**src/rtl/locked_mult_pkg.sv**
```systemverilog
// Shared types and constants for the locked-multiplier key sweeper.
// Holds the controller state encoding, LFSR definition and result widths.
package locked_mult_pkg;
  localparam int MULT_W = 8;
  localparam int RES_W  = 16;

  localparam logic [15:0] LFSR_TAPS         = 16'hB400; // bits 15,13,12,10
  localparam logic [15:0] LFSR_DEFAULT_SEED = 16'hACE1;
  localparam logic [15:0] NO_FAIL           = 16'hFFFF;

  typedef enum logic [2:0] {
    ST_IDLE,
    ST_APPLY,
    ST_SETTLE,
    ST_CHECK,
    ST_REPORT
  } state_e;

  function automatic logic [15:0] lfsr_next(input logic [15:0] s);
    return {s[14:0], ^(s & LFSR_TAPS)};
  endfunction
endpackage

```
**src/rtl/mult_vec_gen.sv**
```systemverilog
// Test-vector source: 16-bit index counter plus Fibonacci LFSR.
// The selected register is split into the two 8-bit operands.
module mult_vec_gen
  import locked_mult_pkg::*;
#(
  parameter logic [15:0] LFSR_SEED = LFSR_DEFAULT_SEED
) (
  input  logic              clk_i,
  input  logic              rst_i,
  input  logic              load_i,
  input  logic              step_i,
  input  logic              mode_i,
  output logic [15:0]       idx_o,
  output logic [MULT_W-1:0] op1_o,
  output logic [MULT_W-1:0] op2_o
);
  localparam logic [15:0] SEED = (LFSR_SEED == 16'h0) ? LFSR_DEFAULT_SEED : LFSR_SEED;

  logic [15:0] idx_q, idx_d;
  logic [15:0] lfsr_q, lfsr_d;

  always_comb begin
    idx_d  = idx_q;
    lfsr_d = lfsr_q;
    if (load_i) begin
      idx_d  = 16'h0;
      lfsr_d = SEED;
    end else if (step_i) begin
      idx_d  = idx_q + 16'h1;
      lfsr_d = lfsr_next(lfsr_q);
    end
  end

  always_ff @(posedge clk_i or posedge rst_i) begin
    if (rst_i) begin
      idx_q  <= 16'h0;
      lfsr_q <= SEED;
    end else begin
      idx_q  <= idx_d;
      lfsr_q <= lfsr_d;
    end
  end

  assign idx_o = idx_q;
  assign op1_o = mode_i ? idx_q[15:8] : lfsr_q[15:8];
  assign op2_o = mode_i ? idx_q[7:0]  : lfsr_q[7:0];
endmodule

```
**src/rtl/locked_mult_key_sweeper.sv**
```systemverilog
// Per-key sequencer for a key-locked 8x8 multiplier: applies a vector sweep,
// compares each settled result to an internal golden product, reports a verdict.
module locked_mult_key_sweeper
  import locked_mult_pkg::*;
#(
  parameter int          KEY_W         = 64,
  parameter int          NUM_VECTORS   = 256,
  parameter int          SETTLE_CYCLES = 2,
  parameter logic [15:0] LFSR_SEED     = 16'hACE1
) (
  input  logic              clk_i,
  input  logic              rst_i,
  input  logic [KEY_W-1:0]  key_i,
  input  logic              key_valid_i,
  output logic              key_ready_o,
  input  logic              vec_mode_i,
  output logic [MULT_W-1:0] mult_op1_o,
  output logic [MULT_W-1:0] mult_op2_o,
  output logic [KEY_W-1:0]  mult_key_o,
  input  logic [RES_W-1:0]  mult_result_i,
  output logic              res_valid_o,
  input  logic              res_ready_i,
  output logic [KEY_W-1:0]  res_key_o,
  output logic [15:0]       res_err_cnt_o,
  output logic [15:0]       res_first_fail_o,
  output logic              res_pass_o,
  output logic              busy_o
);
  localparam int          SW          = (SETTLE_CYCLES > 1) ? $clog2(SETTLE_CYCLES) : 1;
  localparam logic [SW-1:0] SETTLE_LAST = SW'(SETTLE_CYCLES - 1);
  localparam logic [15:0] LAST_IDX    = 16'(NUM_VECTORS - 1);

  state_e              state_q, state_d;
  logic [SW-1:0]       settle_q, settle_d;
  logic [KEY_W-1:0]    key_q, key_d;
  logic                mode_q, mode_d;
  logic [MULT_W-1:0]   op1_q, op1_d, op2_q, op2_d;
  logic [RES_W-1:0]    golden_q, golden_d;
  logic [15:0]         err_q, err_d, first_q, first_d;
  logic                valid_q, valid_d, pass_q, pass_d;
  logic                ready_q, ready_d, busy_q, busy_d;

  logic                gen_load, gen_step;
  logic [15:0]         gen_idx;
  logic [MULT_W-1:0]   gen_op1, gen_op2;

  mult_vec_gen #(.LFSR_SEED(LFSR_SEED)) u_vec_gen (
    .clk_i  (clk_i),
    .rst_i  (rst_i),
    .load_i (gen_load),
    .step_i (gen_step),
    .mode_i (mode_q),
    .idx_o  (gen_idx),
    .op1_o  (gen_op1),
    .op2_o  (gen_op2)
  );

  always_comb begin
    state_d  = state_q;
    settle_d = settle_q;
    key_d    = key_q;
    mode_d   = mode_q;
    op1_d    = op1_q;
    op2_d    = op2_q;
    golden_d = golden_q;
    err_d    = err_q;
    first_d  = first_q;
    valid_d  = valid_q;
    pass_d   = pass_q;
    gen_load = 1'b0;
    gen_step = 1'b0;
    case (state_q)
      ST_IDLE: begin
        if (key_valid_i && ready_q) begin
          key_d    = key_i;
          mode_d   = vec_mode_i;
          gen_load = 1'b1;
          err_d    = 16'h0;
          first_d  = NO_FAIL;
          pass_d   = 1'b0;
          state_d  = ST_APPLY;
        end
      end
      ST_APPLY: begin
        op1_d    = gen_op1;
        op2_d    = gen_op2;
        golden_d = RES_W'(gen_op1) * RES_W'(gen_op2);
        settle_d = '0;
        state_d  = ST_SETTLE;
      end
      ST_SETTLE: begin
        if (settle_q == SETTLE_LAST) state_d = ST_CHECK;
        else                         settle_d = settle_q + 1'b1;
      end
      ST_CHECK: begin
        if (mult_result_i != golden_q) begin
          if (err_q != 16'hFFFF) err_d = err_q + 16'h1;
          if (first_q == NO_FAIL) first_d = gen_idx;
        end
        // Terminate on compare so a full 65536-vector sweep never relies on wrap.
        if (gen_idx == LAST_IDX) begin
          valid_d = 1'b1;
          pass_d  = (err_d == 16'h0);
          state_d = ST_REPORT;
        end else begin
          gen_step = 1'b1;
          state_d  = ST_APPLY;
        end
      end
      ST_REPORT: begin
        if (res_ready_i) begin
          valid_d = 1'b0;
          state_d = ST_IDLE;
        end
      end
      default: state_d = ST_IDLE;
    endcase
    ready_d = (state_d == ST_IDLE);
    busy_d  = (state_d != ST_IDLE);
  end

  always_ff @(posedge clk_i or posedge rst_i) begin
    if (rst_i) begin
      state_q  <= ST_IDLE;
      settle_q <= '0;
      key_q    <= '0;
      mode_q   <= 1'b0;
      op1_q    <= '0;
      op2_q    <= '0;
      golden_q <= '0;
      err_q    <= 16'h0;
      first_q  <= NO_FAIL;
      valid_q  <= 1'b0;
      pass_q   <= 1'b0;
      ready_q  <= 1'b1;
      busy_q   <= 1'b0;
    end else begin
      state_q  <= state_d;
      settle_q <= settle_d;
      key_q    <= key_d;
      mode_q   <= mode_d;
      op1_q    <= op1_d;
      op2_q    <= op2_d;
      golden_q <= golden_d;
      err_q    <= err_d;
      first_q  <= first_d;
      valid_q  <= valid_d;
      pass_q   <= pass_d;
      ready_q  <= ready_d;
      busy_q   <= busy_d;
    end
  end

  assign key_ready_o      = ready_q;
  assign busy_o           = busy_q;
  assign mult_op1_o       = op1_q;
  assign mult_op2_o       = op2_q;
  assign mult_key_o       = key_q;
  assign res_key_o        = key_q;
  assign res_valid_o      = valid_q;
  assign res_err_cnt_o    = err_q;
  assign res_first_fail_o = first_q;
  assign res_pass_o       = pass_q;
endmodule

```
**config.mk**
```make
export PLATFORM = sky130hd
export DESIGN_NAME = locked_mult_key_sweeper
export DESIGN_NICKNAME = d
export VERILOG_FILES = /design/src/rtl/locked_mult_pkg.sv /design/src/rtl/mult_vec_gen.sv /design/src/rtl/locked_mult_key_sweeper.sv
export SDC_FILE = /design/constraint.sdc
export NUM_CORES = 1
export LEC_CHECK = 0
export CAP_MARGIN = 40
export CORE_ASPECT_RATIO = 0.75
export CORE_MARGIN = 5
export CORE_UTILIZATION = 49
export DETAILED_ROUTE_END_ITERATION = 7
export PLACE_DENSITY = 0.83
export SYNTH_ARGS = -nofsm -noshare
export SYNTH_HDL_FRONTEND = slang
export SYNTH_SLANG_ARGS = --single-unit
```
**constraint.sdc**
```tcl
create_clock -name clk_i -period 7.1 [get_ports clk_i]
set_clock_uncertainty 0.1 [all_clocks]
set_input_delay 1.42 -clock clk_i [delete_from_list [all_inputs] [get_ports clk_i]]
set_output_delay 1.42 -clock clk_i [all_outputs]
set_load 0.005 [all_outputs]
```
-- Word level (Yosys, flattened, before mapping)
Index checks and enable logic that the tools add are counted.
- add/subtract/negate cells: 3
- multiply operators: 1
- equal/unequal tests: 13
- multiplexer cells: 32
- reductions and logical operators: 15
- operators by type and width (kind ; count):
    two-way mux 16 bit ; 11
    one-hot mux 16 bit (2 select lines) ; 2
    adder 16 x 1 -> 16 bit (second input constant) ; 2
    equality test 16 bit (second input constant) ; 1
    equality test 16 x 8 -> 1 bit (second input constant) ; 1
    logical NOT 16 bit ; 1
    multiplier 8 x 8 -> 16 bit ; 1
    two-way mux 8 bit ; 2
    != test 16 bit ; 1
    != test 16 bit (second input constant) ; 1
    parity 16 bit ; 1
    one-hot mux 3 bit (5 select lines) ; 1
    two-way mux 3 bit ; 4
    != test 2 bit (second input constant) ; 5
    two-way mux 1 bit ; 9
    nonzero test 2 bit ; 4
    equality test 3 x 2 -> 1 bit (second input constant) ; 2
    logical NOT 3 bit ; 2
    one-hot mux 1 bit (2 select lines) ; 3
    AND reduction 3 bit ; 2
    AND reduction 2 bit ; 2
    AND reduction 4 bit ; 1
    equality test 3 x 1 -> 1 bit (second input constant) ; 1
    equality test 3 bit (second input constant) ; 1
    3 further kinds ; 3
- flip-flop bits (word level): 169
- input port bits: 85
- output and inout port bits: 180
- word-level logic and storage cells: 79

-- Logic depth before layout (Yosys ltp)
- word-level depth: 7
- gate-level depth with buffers: 20
- gate-level depth less buffers: 18

-- Cells and area by module
A second synthesis with hierarchy kept.
- cell total of the unflattened synthesis: 1101
- area total of the unflattened synthesis: 10147.2 µm²
- by module, submodules not included (module ; instances ; cells each ; area each (µm²) ; seq. area each (µm²)):
    locked_mult_key_sweeper ; 1 ; 944 ; 8453.1 ; 3449.6
    mult_vec_gen ; 1 ; 157 ; 1694.1 ; 810.8

-- Least setup slack after synthesis
No wires, ideal clock.
- kind: flip-flop to flip-flop
- start: register mode_q
- end: register golden_q[14]
- library setup time: 0.137 ns
- data arrival time: 5.402 ns
- required time: 6.863 ns
- slack: 1.461 ns
- stages on the path, launching flop included: 19
- buffers on the path: 2
- period minus slack after synthesis: 5.639 ns
- path through: dfrtp_1 -> clkbuf_1 -> clkbuf_1 -> mux2i_1 -> nor2_1 -> fa_1 -> fa_1 -> inv_1 -> fa_1 -> fa_1 -> inv_1 -> ha_1 -> nand2_1 -> o21ai_0 -> o41a_1 -> a41o_1 -> o41ai_1 -> xnor2_1 -> o21ai_0
- word-level cells in the longest chain between the ends: 2
- elaborated cells on any way between the ends: 3
- those cells by class: 1 x mul; 2 x mux
- RTL lines (element ; RTL line ; RTL):
    start: declaration ; locked_mult_key_sweeper.sv:36 ; logic mode_q, mode_d;
    start signal: assignment ; locked_mult_key_sweeper.sv:141 ; mode_q <= mode_d;
    two-way mux 8 bit, on equally long branches ; mult_vec_gen.sv:45, mult_vec_gen.sv:46 ;
    multiplier 8 x 8 -> 16 bit (*) ; locked_mult_key_sweeper.sv:87 ; golden_d = RES_W'(gen_op1) * RES_W'(gen_op2);
    end signal: assignment ; locked_mult_key_sweeper.sv:144 ; golden_q <= golden_d;
    end: declaration ; locked_mult_key_sweeper.sv:38 ; logic [RES_W-1:0] golden_q, golden_d;
Every way passes the cells marked *; elsewhere a longest branch is shown, timed or not.
A chain may end at the register's enable or synchronous reset.

-- Worst setup path in the final report
Ends and elaborated chain as after synthesis.

==> results.sh <==
export IMPL_status="complete, no violations"
export IMPL_required_ns=7.29
export IMPL_synthTopCellsByCount="nand2_1 (285), dfrtp_1 (144), nor2_1 (93)"
export IMPL_overflow=0
export IMPL_postRouteAntennaNets=0
export IMPL_viasPerCell=5.324
export IMPL_finalSetupTns_ns=0
export IMPL_critPathMostFrequentCell="fa_1"
export IMPL_crit_slowest_cell="dfrtp_1"
export IMPL_synth_largest_area_cell="dfrtp_1"
export IMPL_boundaryPins=265
export IMPL_synthArstFlopShare=1.000
export IMPL_yosys_cell_types_count=59
export IMPL_wl_per_cell_um=16.61
export IMPL_grt_usage=0.2208
export IMPL_drt_met1_wl_mm=11.16
export IMPL_worstPathArrival_ns=6.27
export IMPL_worstHoldPathCells=2
export IMPL_tightest_slew_ns=0.8663
export IMPL_p_leak_nw=5.964
export IMPL_wl_met3_mm=1.654
export IMPL_cp_max_fo=17
export IMPL_rsz0062_at_grt="false"
export IMPL_std_cell_rows=45
export IMPL_r2r_slack_ns=1.02
export IMPL_cts_hold_buf=0
export IMPL_ctsResizeCount=0
export IMPL_clkLatencyLatePin_ns=0.43
export IMPL_synth_nets=1240
export IMPL_drc=0
export IMPL_reg2reg_to="golden_q[14]"
export IMPL_max_freq_ghz=0.1644
export IMPL_power_density_nw_per_um2=153.4
export IMPL_start_kind="flop"
export IMPL_slew_headroom=0.4060
export IMPL_grt_start_max_net_pins=76
export IMPL_endpoint_kind="flop"
export IMPL_clk_pin_slew_ns=0.07
export IMPL_die_area_um2=23150
export IMPL_finalSetupViolations=0
export IMPL_cp_slowest_stage_delay_ns=0.89
export IMPL_cts_tree="done"
export IMPL_topRoutingLayerUsed="met4"
export IMPL_hpwlAfterDp_mm=18.54
export IMPL_avgSynthCellArea_um2=9.146
export IMPL_finalCritPeriodShare=0.8568
export IMPL_maxCapViolations=0
export IMPL_core_um2=20040
export IMPL_clock_tree_buffer_depth=2
export IMPL_drive_gt1_frac=0.07590
export IMPL_die_y_um=133.0
export IMPL_r2r_cells=16
export IMPL_dr_pass1_iters=6
export IMPL_synth_top_area_share=0.3645
export IMPL_min_period_ns=6.084
export IMPL_min_delay_start="mult_op1_o[7]"
export IMPL_hold_class="reg2reg"
export IMPL_htree_levels=4
export IMPL_post_cts_buffers=0
export IMPL_cts_sinks=169
export IMPL_path_cells="mux2i_1, nor2_1, fa_1, fa_1, inv_1, fa_1, fa_1, inv_1, ha_1, nand2_1, o21ai_0, o41a_1, a41o_1, o41ai_1, xnor2_1, o21ai_0"
export IMPL_yosysMostFrequentCell="nand2_1"
export IMPL_antenna_cells=0
export IMPL_vias=8177
export IMPL_port_buffers=264
export IMPL_maxSlewViolCount=0
export IMPL_grt_pass1_wl_mm=42.21
export IMPL_cpLargestDelayFamily="adder cells"
export IMPL_wirelength_mm=25.51
export IMPL_r2r_start="mode_q"
export IMPL_synth_area_leaders="dfrtp_1 (36%), nand2_1 (11%), fa_1 (7.3%)"
export IMPL_antenna_found_initial=0
export IMPL_grt_pass1_vias=8177
export IMPL_cts_made_buffers=17
export IMPL_synth_ff_type="dfrtp_1"
export IMPL_finalNetCount=1424
export IMPL_synthCells=1081
export IMPL_first_iter_violations=647
export IMPL_routabilityCongestion=0.8846
export IMPL_synth_seq_area_share=0.4309
export IMPL_finalHoldViolCount=0
export IMPL_cts_root_buf="clkbuf_16"
export IMPL_syn_to_final_growth_pct=30.71
export IMPL_initial_core_util=0.4933
export IMPL_path_buf_inv=2
export IMPL_p_total_mw=1.983
export IMPL_yosys_warnings=0
export IMPL_die_w_um=174.0
export IMPL_hold_end="mult_op1_o[7]"
export IMPL_synthesis_area_um2=9887
export IMPL_synth_edf_count=0
export IMPL_worstSetupPathType="reg2reg"
export IMPL_vdd_drop_max_uv=116.7
export IMPL_dr_wl_met2_mm=12.23
export IMPL_ys_ff_latch=169
[sequential cells by signal, indices dropped and copies added (netlist names)]
signal and count:
busy_o 1, golden_q 16, key_ready_o 1, mode_q 1, mult_key_o 64, mult_op1_o 8, mult_op2_o 8, res_err_cnt_o 16
res_first_fail_o 16, res_pass_o 1, res_valid_o 1, settle_q 1, state_q 3, u_vec_gen.idx_o 16, u_vec_gen.lfsr_q 16
[worst min-delay path, stage by stage (launching register included)]
cell	delay, ns
dfrtp_1	0.34
nand2_1	0.04
o21ai_0	0.06
[cells in the final DEF, fill, tap and decap left out, types with 4 or more instances in the layout]
cell	netlist	layout
a21oi_1	15	15
and2_1	5	5
and3_1	6	6
and4_1	6	6
buf_4	65	6
clkbuf_16	0	17
clkdlybuf4s50_1	0	264
dfrtp_1	144	144
dfstp_2	25	25
fa_1	36	36
ha_1	38	38
inv_1	50	49
inv_6	0	6
mux2_2	5	5
mux2i_1	24	24
nand2_1	285	285
nand3_1	13	13
nand4_1	13	13
nor2_1	93	92
nor2b_1	4	4
nor3_1	10	10
nor4_1	8	8
o211ai_1	4	4
o21ai_0	60	60
o22a_1	16	16
o31ai_1	7	7
or2_2	16	16
or3_1	4	4
xnor2_1	13	13
xor2_1	35	35
[worst max path at each step]
stage            from      endpoint  slack, ns  cells past startpoint
2_1_floorplan   rst_i        busy_o       1.05                      1
3_3_place_gp   mode_q  golden_q[14]       1.32                     16
3_5_place_dp   mode_q  golden_q[14]       1.11                     16
4_1_cts        mode_q  golden_q[14]       1.09                     16
5_1_grt        mode_q  golden_q[14]       0.68                     16
6_report       mode_q  golden_q[14]       1.02                     16
[layout make-up]
class	instances	area, um2
Inverter	50	192.7
Fill cell	1547	7121
Clock inverter	14	162.7
Timing Repair Buffer	273	2763
Multi-Input combinational cell	754	4793
Tap cell	258	322.8
Sequential cell	169	4260
Clock buffer	18	429.2
[kinds of logic after synthesis]
family,share of synthesized area
AO/OA/AOI/OAI,0.08087
XOR/XNOR,0.04252
adder cells (fa/ha/maj),0.1210
buffers and inverters,0.08504
flip-flops,0.4309
multiplexers,0.03151
AND/OR/NAND/NOR,0.2082
[metrics by stage]
step	hold slack, ns	cells	cell area, um2	util	setup WS, ns
after floorplan	0.3539	1081	9887	-	1.046
after global placement	0.3639	1501	12260	0.6115	1.320
after detailed placement	0.3751	1504	12330	0.6152	1.107
after CTS	0.3913	1536	12920	0.6448	1.086
after global routing	0.4198	1536	12920	0.6448	0.6827
final	0.3835	1536	12920	0.6448	1.016
[report_power, final]
part	internal, mW	switching (mW)	total [mW]
registers	0.963	0.000232	0.963
logic	0.0447	0.0281	0.0728
clock network	0.529	0.418	0.947
total	1.54	0.446	1.98
[layer usage]
metal | track usage | vias to the layer above
li1 | - | 3850
met5 | 0 | -
met1 | 0.3021 | 3956
met3 | 0.05741 | 43
met4 | 0.04923 | 0
met2 | 0.3573 | 328
No activity file was read; power rests on OpenSTA's default activity.
